`config.mk`:
```
export PLATFORM = sky130hd
export DESIGN_NAME = reg8_ctrl
export DESIGN_NICKNAME = d
export VERILOG_FILES = /design/src/rtl/reg8_pkg.sv /design/src/rtl/rr_arb2.sv /design/src/rtl/reg8_ctrl.sv
export SDC_FILE = /design/constraint.sdc
export NUM_CORES = 1
export LEC_CHECK = 0
export BUFFER_PORTS_ARGS = -buffer_cell sky130_fd_sc_hd__buf_2
export CORE_ASPECT_RATIO = 0.6
export CORE_MARGIN = 2
export CORE_UTILIZATION = 47
export CTS_CLUSTER_SIZE = 16
export DETAILED_ROUTE_END_ITERATION = 10
export GPL_TIMING_DRIVEN = 0
export HOLD_SLACK_MARGIN = 0.02
export PLACE_DENSITY = 0.85
export SYNTH_ARGS = -nofsm -noshare
export SYNTH_HDL_FRONTEND = slang
export SYNTH_SLANG_ARGS = --single-unit
```
`constraint.sdc`:
```
create_clock -name clk -period 2.65 [get_ports clk]
set_input_delay 0.265 -clock clk [delete_from_list [all_inputs] [get_ports clk]]
set_output_delay 0.265 -clock clk [all_outputs]
set_load 0.01 [all_outputs]
```
`src/rtl/reg8_pkg.sv`:
```
// Shared types and sizes for the 8x8 register-file access controller.
// Latency: n/a (declarations only).
// Backpressure: n/a.
package reg8_pkg;

  localparam int AW   = 3;
  localparam int DW   = 8;
  localparam int NREG = 8;

  // Controller modes: normal arbitration vs. hardware init sweep
  typedef enum logic {
    ST_IDLE = 1'b0,
    ST_INIT = 1'b1
  } state_e;

  // Meaning of the per-master wr bit
  typedef enum logic {
    OP_RD = 1'b0,
    OP_WR = 1'b1
  } op_e;

endpackage

```
`src/rtl/rr_arb2.sv`:
```
// Two-way round-robin arbiter; remembers which master won last.
// Latency: grant is combinational from req; priority state updates at the grant edge.
// Backpressure: advance=0 suppresses all grants and freezes the priority state.
module rr_arb2 #(
  parameter int FIRST_PRIO = 0
) (
  input  logic       clk,
  input  logic       clr_n,
  input  logic [1:0] req,
  input  logic       advance,
  output logic [1:0] gnt
);

  // last_q holds the index of the master granted most recently
  logic last_q, last_d;

  // Pick the requester that did not win last time when both ask
  always_comb begin
    gnt    = 2'b00;
    last_d = last_q;
    if (advance) begin
      case (req)
        2'b01:   gnt = 2'b01;
        2'b10:   gnt = 2'b10;
        2'b11:   gnt = last_q ? 2'b01 : 2'b10;
        default: gnt = 2'b00;
      endcase
    end
    if (gnt[0]) begin
      last_d = 1'b0;
    end else if (gnt[1]) begin
      last_d = 1'b1;
    end
  end

  // Reset so that FIRST_PRIO wins the first contended cycle
  always_ff @(posedge clk) begin
    if (!clr_n) begin
      last_q <= (FIRST_PRIO == 0) ? 1'b1 : 1'b0;
    end else begin
      last_q <= last_d;
    end
  end

endmodule

```
`src/rtl/reg8_ctrl.sv`:
```
// Shares the 8x8 register file between two masters and runs a constant-fill init sweep.
// Latency: grant and write drive are combinational; read data/rvalid arrive one cycle after grant; init takes 8 cycles.
// Backpressure: requests are held until granted; no grants while INIT runs. Optional write protection of register 0 under REG8_CTRL_PROTECT_EN.
module reg8_ctrl
  import reg8_pkg::*;
#(
  parameter logic [DW-1:0] INIT_VAL   = 8'h00,
  parameter int            FIRST_PRIO = 0
) (
  input  logic          clk,
  input  logic          clr_n,
  input  logic          req0,
  input  logic          req1,
  input  logic          wr0,
  input  logic          wr1,
  input  logic [AW-1:0] addr0,
  input  logic [AW-1:0] addr1,
  input  logic [DW-1:0] wdata0,
  input  logic [DW-1:0] wdata1,
  output logic          gnt0,
  output logic          gnt1,
  output logic          rvalid0,
  output logic          rvalid1,
  output logic [DW-1:0] rdata0,
  output logic [DW-1:0] rdata1,
  input  logic          init_start,
  output logic          busy,
  output logic          init_done,
  output logic          wr_err,
  output logic          rf_en,
  output logic [AW-1:0] rf_wsel,
  output logic [AW-1:0] rf_rsel,
  output logic [DW-1:0] rf_d,
  input  logic [DW-1:0] rf_q
);

`ifdef REG8_CTRL_PROTECT_EN
  localparam bit PROTECT = 1'b1;
`else
  localparam bit PROTECT = 1'b0;
`endif

  state_e        state_q, state_d;
  logic [AW-1:0] cnt_q, cnt_d;
  logic          rvalid0_q, rvalid0_d, rvalid1_q, rvalid1_d;
  logic [DW-1:0] rdata0_q, rdata0_d, rdata1_q, rdata1_d;
  logic          init_done_q, init_done_d;
  logic          wr_err_q, wr_err_d;

  logic [1:0]    arb_gnt;
  logic          arb_adv;
  op_e           op;
  logic [AW-1:0] op_addr;
  logic [DW-1:0] op_wdata;

  // init_start takes the cycle away from the masters
  assign arb_adv = (state_q == ST_IDLE) && !init_start;

  rr_arb2 #(
    .FIRST_PRIO(FIRST_PRIO)
  ) u_arb (
    .clk    (clk),
    .clr_n  (clr_n),
    .req    ({req1, req0}),
    .advance(arb_adv),
    .gnt    (arb_gnt)
  );

  // Route the granted master's operation onto a single op bus
  always_comb begin
    op       = arb_gnt[1] ? op_e'(wr1) : op_e'(wr0);
    op_addr  = arb_gnt[1] ? addr1 : addr0;
    op_wdata = arb_gnt[1] ? wdata1 : wdata0;
  end

  // Next-state, register-file drive and registered-output next values
  always_comb begin
    state_d     = state_q;
    cnt_d       = cnt_q;
    rf_en       = 1'b0;
    rf_wsel     = '0;
    rf_d        = '0;
    rf_rsel     = '0;
    rvalid0_d   = 1'b0;
    rvalid1_d   = 1'b0;
    rdata0_d    = rdata0_q;
    rdata1_d    = rdata1_q;
    init_done_d = 1'b0;
    wr_err_d    = 1'b0;
    case (state_q)
      ST_IDLE: begin
        if (init_start) begin
          state_d = ST_INIT;
          cnt_d   = '0;
        end else if (|arb_gnt) begin
          if (op == OP_WR) begin
            // A protected write is still consumed, just never reaches the file
            if (PROTECT && (op_addr == '0)) begin
              wr_err_d = 1'b1;
            end else begin
              rf_en   = 1'b1;
              rf_wsel = op_addr;
              rf_d    = op_wdata;
            end
          end else begin
            rf_rsel = op_addr;
            if (arb_gnt[0]) begin
              rvalid0_d = 1'b1;
              rdata0_d  = rf_q;
            end else begin
              rvalid1_d = 1'b1;
              rdata1_d  = rf_q;
            end
          end
        end
      end
      ST_INIT: begin
        rf_en   = 1'b1;
        rf_wsel = cnt_q;
        rf_d    = INIT_VAL;
        cnt_d   = cnt_q + AW'(1);
        if (cnt_q == AW'(NREG - 1)) begin
          state_d     = ST_IDLE;
          init_done_d = 1'b1;
        end
      end
      default: state_d = ST_IDLE;
    endcase
  end

  // State and registered outputs; reset abandons any init in progress
  always_ff @(posedge clk) begin
    if (!clr_n) begin
      state_q     <= ST_IDLE;
      cnt_q       <= '0;
      rvalid0_q   <= 1'b0;
      rvalid1_q   <= 1'b0;
      rdata0_q    <= '0;
      rdata1_q    <= '0;
      init_done_q <= 1'b0;
      wr_err_q    <= 1'b0;
    end else begin
      state_q     <= state_d;
      cnt_q       <= cnt_d;
      rvalid0_q   <= rvalid0_d;
      rvalid1_q   <= rvalid1_d;
      rdata0_q    <= rdata0_d;
      rdata1_q    <= rdata1_d;
      init_done_q <= init_done_d;
      wr_err_q    <= wr_err_d;
    end
  end

  assign gnt0      = arb_gnt[0];
  assign gnt1      = arb_gnt[1];
  assign busy      = (state_q == ST_INIT);
  assign rvalid0   = rvalid0_q;
  assign rvalid1   = rvalid1_q;
  assign rdata0    = rdata0_q;
  assign rdata1    = rdata1_q;
  assign init_done = init_done_q;
  assign wr_err    = wr_err_q;

endmodule

```
==> results.md, run 1 <==
- Status: finished, final reports clean
- Post-CTS setup buffer count: 0
- Clock-pin slew on the worst setup and hold paths: 0.08 ns
- Yosys warns: 0
- I/O Buffers: between 70 and 80
- Worst reg2reg endpoint: rdata0[6]
- Placed insts: 259
- Clk buf depth: 2
- Max VDD drop: 0.415 mV
- Skew-Pair Late Insertion Delay: ~0.27 ns
- Hold Crit Endpoint: rdata1[3]
- First-pass GRT wire length: 5470 microns
- Synth Register Bits: 24
- DR WL/cell: 13.3 microns
- CP Class: flip-flop to output pin
- CTS tree: done
- Fill cells: 227
- Largest area contributor in the netlist: dfxtp_1
- Total GRT Usage: 22.1%
- Yosys cell types: 25
- Post-route cell area: between 1500 and 2000 sq um
- Placed inst area: 1710 sq um
- Fin nets: 271
- Core Box Area: 2570 sq um
- TritonRoute pass-1 iters: 4
- Critical-path maximum fanout: 10
- Placer Congestion: 0.786
- Worst min-delay path startpoint: rf_q[3]
- PwrDens: 422 nW/um^2
- Diode count: 0
- Share of cells above drive strength 1: 37.0%
- Area Growth Syn to Fin: 34.2%
- Hold_buf cts: 0
- Synthesized Nets: 193
- Vias/cell: 5.16
- Starting Density: between 50% and 60%
- Rows: 14
- Routed wire length: around 3500 microns
- Final Setup Violations: 0
- DIE HEIGHT: 44.8 microns
- I/O pin cnt: between 70 and 80
- Synth top area share: a little under two fifths
- Vias: 1353
- Final hold viol count: 0
- CTS Buf Count: 3
- Synth area leaders: dfxtp_1, mux2i_1, nand2_1
- DR iter-0 viols: 50
- Crit path max-delay cell type: or3b_4
- CTS root buf: clkbuf_8
- Post-CTS Resized: 0
- Final hold slack: 0.266 ns
- CP Buf/Inv Count: 2
- CP Data Required Time: 2.38 ns
- Final min period: 2.09 ns
- Drt drc: 0
- Die ar.: 3230 sq um
- Leakage power: about 0.82 nW
- Family with the most delay on the worst path: simple AND/OR/NAND/NOR gates
- Mapped Area: 1310 sq um
- Final Cycle Share: 78.7%
- Reg-to-Reg Start: busy
- Total congestion overflow: 0
- Worst path arrival time: between 1.5 and 2 ns
- Mean post-synth cell area: 8.47 sq um
- Max-cap viol count: 0
- Post-Layout Cell Count: about 260
- # clock sinks: 24
- Post-DP HPWL: ~2800 microns
- Final Max Slew Viols: 0
- CP max stage delay: around 0.45 ns
- Largest net degree at the start of global routing: 13
- Final core occ: 68.0%
- Via count of the first global-routing pass: 1177
- Initial antenna violation count: 0
- Register area share after synthesis: 36.8%
- Routed Antenna Nets: 0
- Tightest Hold Check Type: primary input to flip-flop
- RSZ-0062 raised after global routing: no
- Worst Skew: 0.00545 ns
- Startpoint Class: flip-flop
- R2r setup slk: 1.16 ns
- Synth Instances: 154
- Crit path cell chain: or3b_4 -> clkbuf_1 -> o211ai_1 -> a21oi_1 -> buf_2
- Max H-tree Level: 1
- Max frequency: around 480 MHz
- Setup TNS: 0 ns
- R2R depth: 4
- Hold path depth: 3
- Crit end category: output pin
- Horiz. Die Dim: 72.0 microns
[registers in the layout, summed over array words and instances, names as in the netlist]
signal / count
busy: 1
cnt_q: 3
init_done: 1
rdata0: 8
rdata1: 8
rvalid0: 1
rvalid1: 1
u_arb.last_q: 1
[placed cells by master, fill, tap and decap left out, types with 3 or more instances in the layout]
master    instances
nand2_1          28
nand4b_1          3
a21oi_1          13
nand4_1           8
mux2i_1          17
and3_1            3
dfxtp_1          24
o21ai_0           4
a221o_1           3
nor3b_1           3
clkbuf_1         10
nor2_1            4
buf_2            74
clkbuf_8          3
o211ai_1          8
nor2b_1           7
and2_1            5
[per-stage QoR]
stage	power (W)	setup slack [ns]
after detailed placement	0.000534	0.876
after global routing	0.000774	0.490
after global placement	0.000532	0.875
final	0.000740	0.564
after floorplan	0.000469	1.12
after CTS	0.000740	0.607
[kinds of logic (layout without fill, tap and decap cells)]
family	after synthesis	in the layout	synth area share [%]
muxes	17	17	13.0
DFF	24	24	36.8
AOI/OAI and AO/OA	29	29	14.0
adders and majority gates	2	2	1.92
buffers and inverters	14	90	5.27
and+or+nand+nor	67	67	28.7
other	1	1	0.287
[worst min-delay path: stages]
cell and delay (ns):
buf_2 0.09, nand2_1 0.06, mux2i_1 0.07
[per-layer routing]
metal,up-vias,GRT usage [%],part of all wire [%]
met3,6,5.36,7.3
li1,699,-,-
met1,603,31.8,49
met4,0,3.77,0.49
met2,45,34.6,43
met5,-,0,0
[layout make-up]
class                           count  area (sq um)  area share, %
Timing Repair Buffer               73           365           20.9
Tap cell                           32          40.0           2.29
Multi-Input combinational cell    116           756           43.1
Sequential cell                    24           480           27.4
Buffer                             14          68.8           3.93
Clock buffer                        3          41.3           2.36
[Yosys cell counts (all sizes together)]
library cell and count:
nor3b 4, a221o 3, nand2 28, nor3 2, nand4 8, nor2 4, a21oi 13, o211ai 8
conb 1, clkbuf 10, or3 1, a22oi 1, and3 3, buf 4, nor2b 7, dfxtp 24
o21ai 4, nand4b 3, or3b 2, and2 5, ha 2, mux2i 17
[where the power goes]
| part | total (W) | switching, W | internal (W) |
|---|---|---|---|
| clock network | 0.000212 | 0.000110 | 0.000102 |
| registers | 0.000378 | 0.00000717 | 0.000371 |
| logic | 0.000150 | 0.0000845 | 0.0000655 |
| total | 0.000740 | 0.000202 | 0.000538 |
[worst max-delay path by stage]
stage	endpoint	cells after the start	slack, ns	from
finish	rf_d[3]	5	0.56	busy
global route	rf_d[3]	5	0.49	busy
CTS	rf_d[3]	5	0.61	busy
detailed placement	rf_d[3]	6	0.88	init_start
global placement	rf_d[3]	6	0.87	init_start
floorplan	rf_d[1]	4	1.12	busy
No activity file was read; power rests on OpenSTA's default activity.
==> run 2: changes to the inputs <==
- CORE_UTILIZATION: 47 -> 39
- PLACE_DENSITY: 0.85 -> 0.75
- clock period: 2.65 -> 1.8 ns (I/O delays scaled with it)
==> results.md, run 2 (synthesis results as in run 1) <==
- RSZ-0062 raised after global routing: yes
- # clock sinks: 24 (unchanged)
- Vias: 1385 (+2.4%)
- Diode count: 0 (unchanged)
- Initial antenna violation count: 0 (unchanged)
- Total power: 0.00115 W (+55%)
- Critical-path maximum fanout: 6 (-4)
- Fin nets: 272 (+0.37%)
- Final Cycle Share: 99.5%
- Skew-Pair Late Insertion Delay: 0.26 ns (about the same)
- I/O pin cnt: 75 (unchanged)
- Worst min-delay path startpoint: rf_q[0]
- PwrDens: 630 nW/um^2 (+49%)
- Post-DP HPWL: 2690 microns (-3.5%)
- Largest net degree at the start of global routing: 14 (+1)
- Max H-tree Level: 1 (unchanged)
- Routed wire length: 3500 microns (+0.81%)
- Setup TNS: 0 ns (unchanged)
- Startpoint Class: flip-flop
- Max frequency: 558 MHz
- R2R depth: 5 (+1)
- Rows: 16 (+2)
- Final Setup Violations: 0 (unchanged)
- Hold path depth: 3 (unchanged)
- Reg-to-Reg Start: busy
- R2r setup slk: 0.25 ns (-0.91 ns)
- CP Data Required Time: 1.62 ns (-0.76 ns)
- Area Growth Syn to Fin: 39.8%
- Total congestion overflow: 0 (unchanged)
- TritonRoute pass-1 iters: 4 (unchanged)
- Max VDD drop: 0.363 mV (-13%)
- Leakage power: 0.846 nW (+3.8%)
- I/O Buffers: 73 (unchanged)
- Total GRT Usage: 18.8% (-3.3 points)
- Share of cells above drive strength 1: 41.4% (+4.4 points)
- DR WL/cell: 12.6 microns (-4.7%)
- Drt drc: 0 (unchanged)
- Worst reg2reg endpoint: rdata0[7]
- Final min period: approximately 1.8 ns
- Via count of the first global-routing pass: 1286 (+9.3%)
- Core Box Area: 3220 sq um (+25%)
- Most frequent cells in the layout: buf_2, nand2_1, dfxtp_1, mux2i_1, a21oi_1
- Status: finished, final reports clean
- Max-cap viol count: 0 (unchanged)
- CTS Buf Count: 3 (unchanged)
- Crit end category: output pin
- CTS root buf: clkbuf_8
- DIE HEIGHT: 48.8 microns (+8.9%)
- DR iter-0 viols: 65 (+30%)
- Final core occ: 56.6% (-11 points)
- Horiz. Die Dim: 78.7 microns (+9.2%)
- Worst path arrival time: 1.61 ns (-0.21 ns)
- First-pass GRT wire length: 5840 microns (+6.8%)
- Clk buf depth: 2 (unchanged)
- Starting Density: 40.5% (-10 points)
- Hold_buf cts: 0 (unchanged)
- Most common cell after layout, fill and taps aside: buf_2
- Crit path max-delay cell type: or3b_4
- Vias/cell: 5.00 (-3.2%)
- Final hold slack: 0.186 ns (-0.0796 ns)
- CP max stage delay: 0.40 ns (-0.05 ns)
- Final hold viol count: 0 (unchanged)
- Routed Antenna Nets: 0 (unchanged)
- CTS tree: done
- Die ar.: 3840 sq um (+19%)
- Final Max Slew Viols: 0 (unchanged)
- Placer Congestion: 0.854 (+8.7%)
- Hold Crit Endpoint: rdata0[0]
- Crit path cell chain: or3b_4 -> nor3b_4 -> a221o_1 -> buf_2
- Clock-pin slew on the worst setup and hold paths: 0.08 ns (about the same)
- Tightest Hold Check Type: primary input to flip-flop
- CP Class: flip-flop to output pin
- Worst Skew: 0.00215 ns (-0.00330 ns)
-- run 2: cell types whose count changed in the layout (fill, tap and decap cells not counted), moves of 2 or more --
cell      change
clkbuf_1      -4
buf_4         +3
clkbuf_2      +2
o21ai_0       -2
o21ai_1       +2
-- run 2: how the worst max path moves through the flow --
stage,slack (ns),endpoint,depth (start not counted),start
6_report,0.009,rf_wsel[2],4,busy
5_1_grt,-0.05,rf_wsel[2],4,busy
4_1_cts,-0.008,rf_wsel[2],4,busy
3_5_place_dp,0.15,rf_d[1],5,busy
3_3_place_gp,0.15,rf_d[1],5,busy
2_1_floorplan,0.36,rf_d[1],4,busy
-- run 2: routing by layer --
metal	vias to the layer above	share of wire (%)	GRT usage [%]	wire, microns
met3	5	6.1	4.07	213
met5	-	0	0	0
li1	704	-	-	-
met2	45	45	29.1	1560
met1	631	49	26.7	1700
met4	0	0.69	4.97	24
-- run 2: repair_timing --
| item | 4_1_cts | 5_1_grt |
|---|---|---|
| setup endpoints to repair | 15 | 15 |
| gates resized for setup | 6 | 12 |
| pin swaps | 3 | 4 |
| setup buffers | 2 | 0 |
-- run 2: layout make-up --
cell class	count	area, sq um
Buffer	13	73.8
Clock buffer	4	55.1
Fill cell	317	1400
Multi-Input combinational cell	116	774
Sequential cell	24	484
Tap cell	45	56.3
Timing Repair Buffer	75	380
-- run 2: power by group --
part	switching, W	total [W]	internal (W)
registers	0.0000104	0.000556	0.000545
clock network	0.000164	0.000359	0.000195
logic	0.000129	0.000234	0.000106
total	0.000303	0.00115	0.000846
-- run 2: worst max-delay path, delay by kind of cell (launching register included) --
family          cells  cell delay, ns
buf+inv             1            0.12
compound gates      1            0.19
flops               1            0.37
simple gates        2            0.67
-- run 2: through the flow --
step	cells	worst slack (ns)	area, sq um
global route	277	-0.0536	1820
CTS	277	-0.00834	1810
global placement	272	0.147	1730
detailed placement	272	0.154	1730
finish	277	0.00936	1820
floorplan	154	0.360	1310
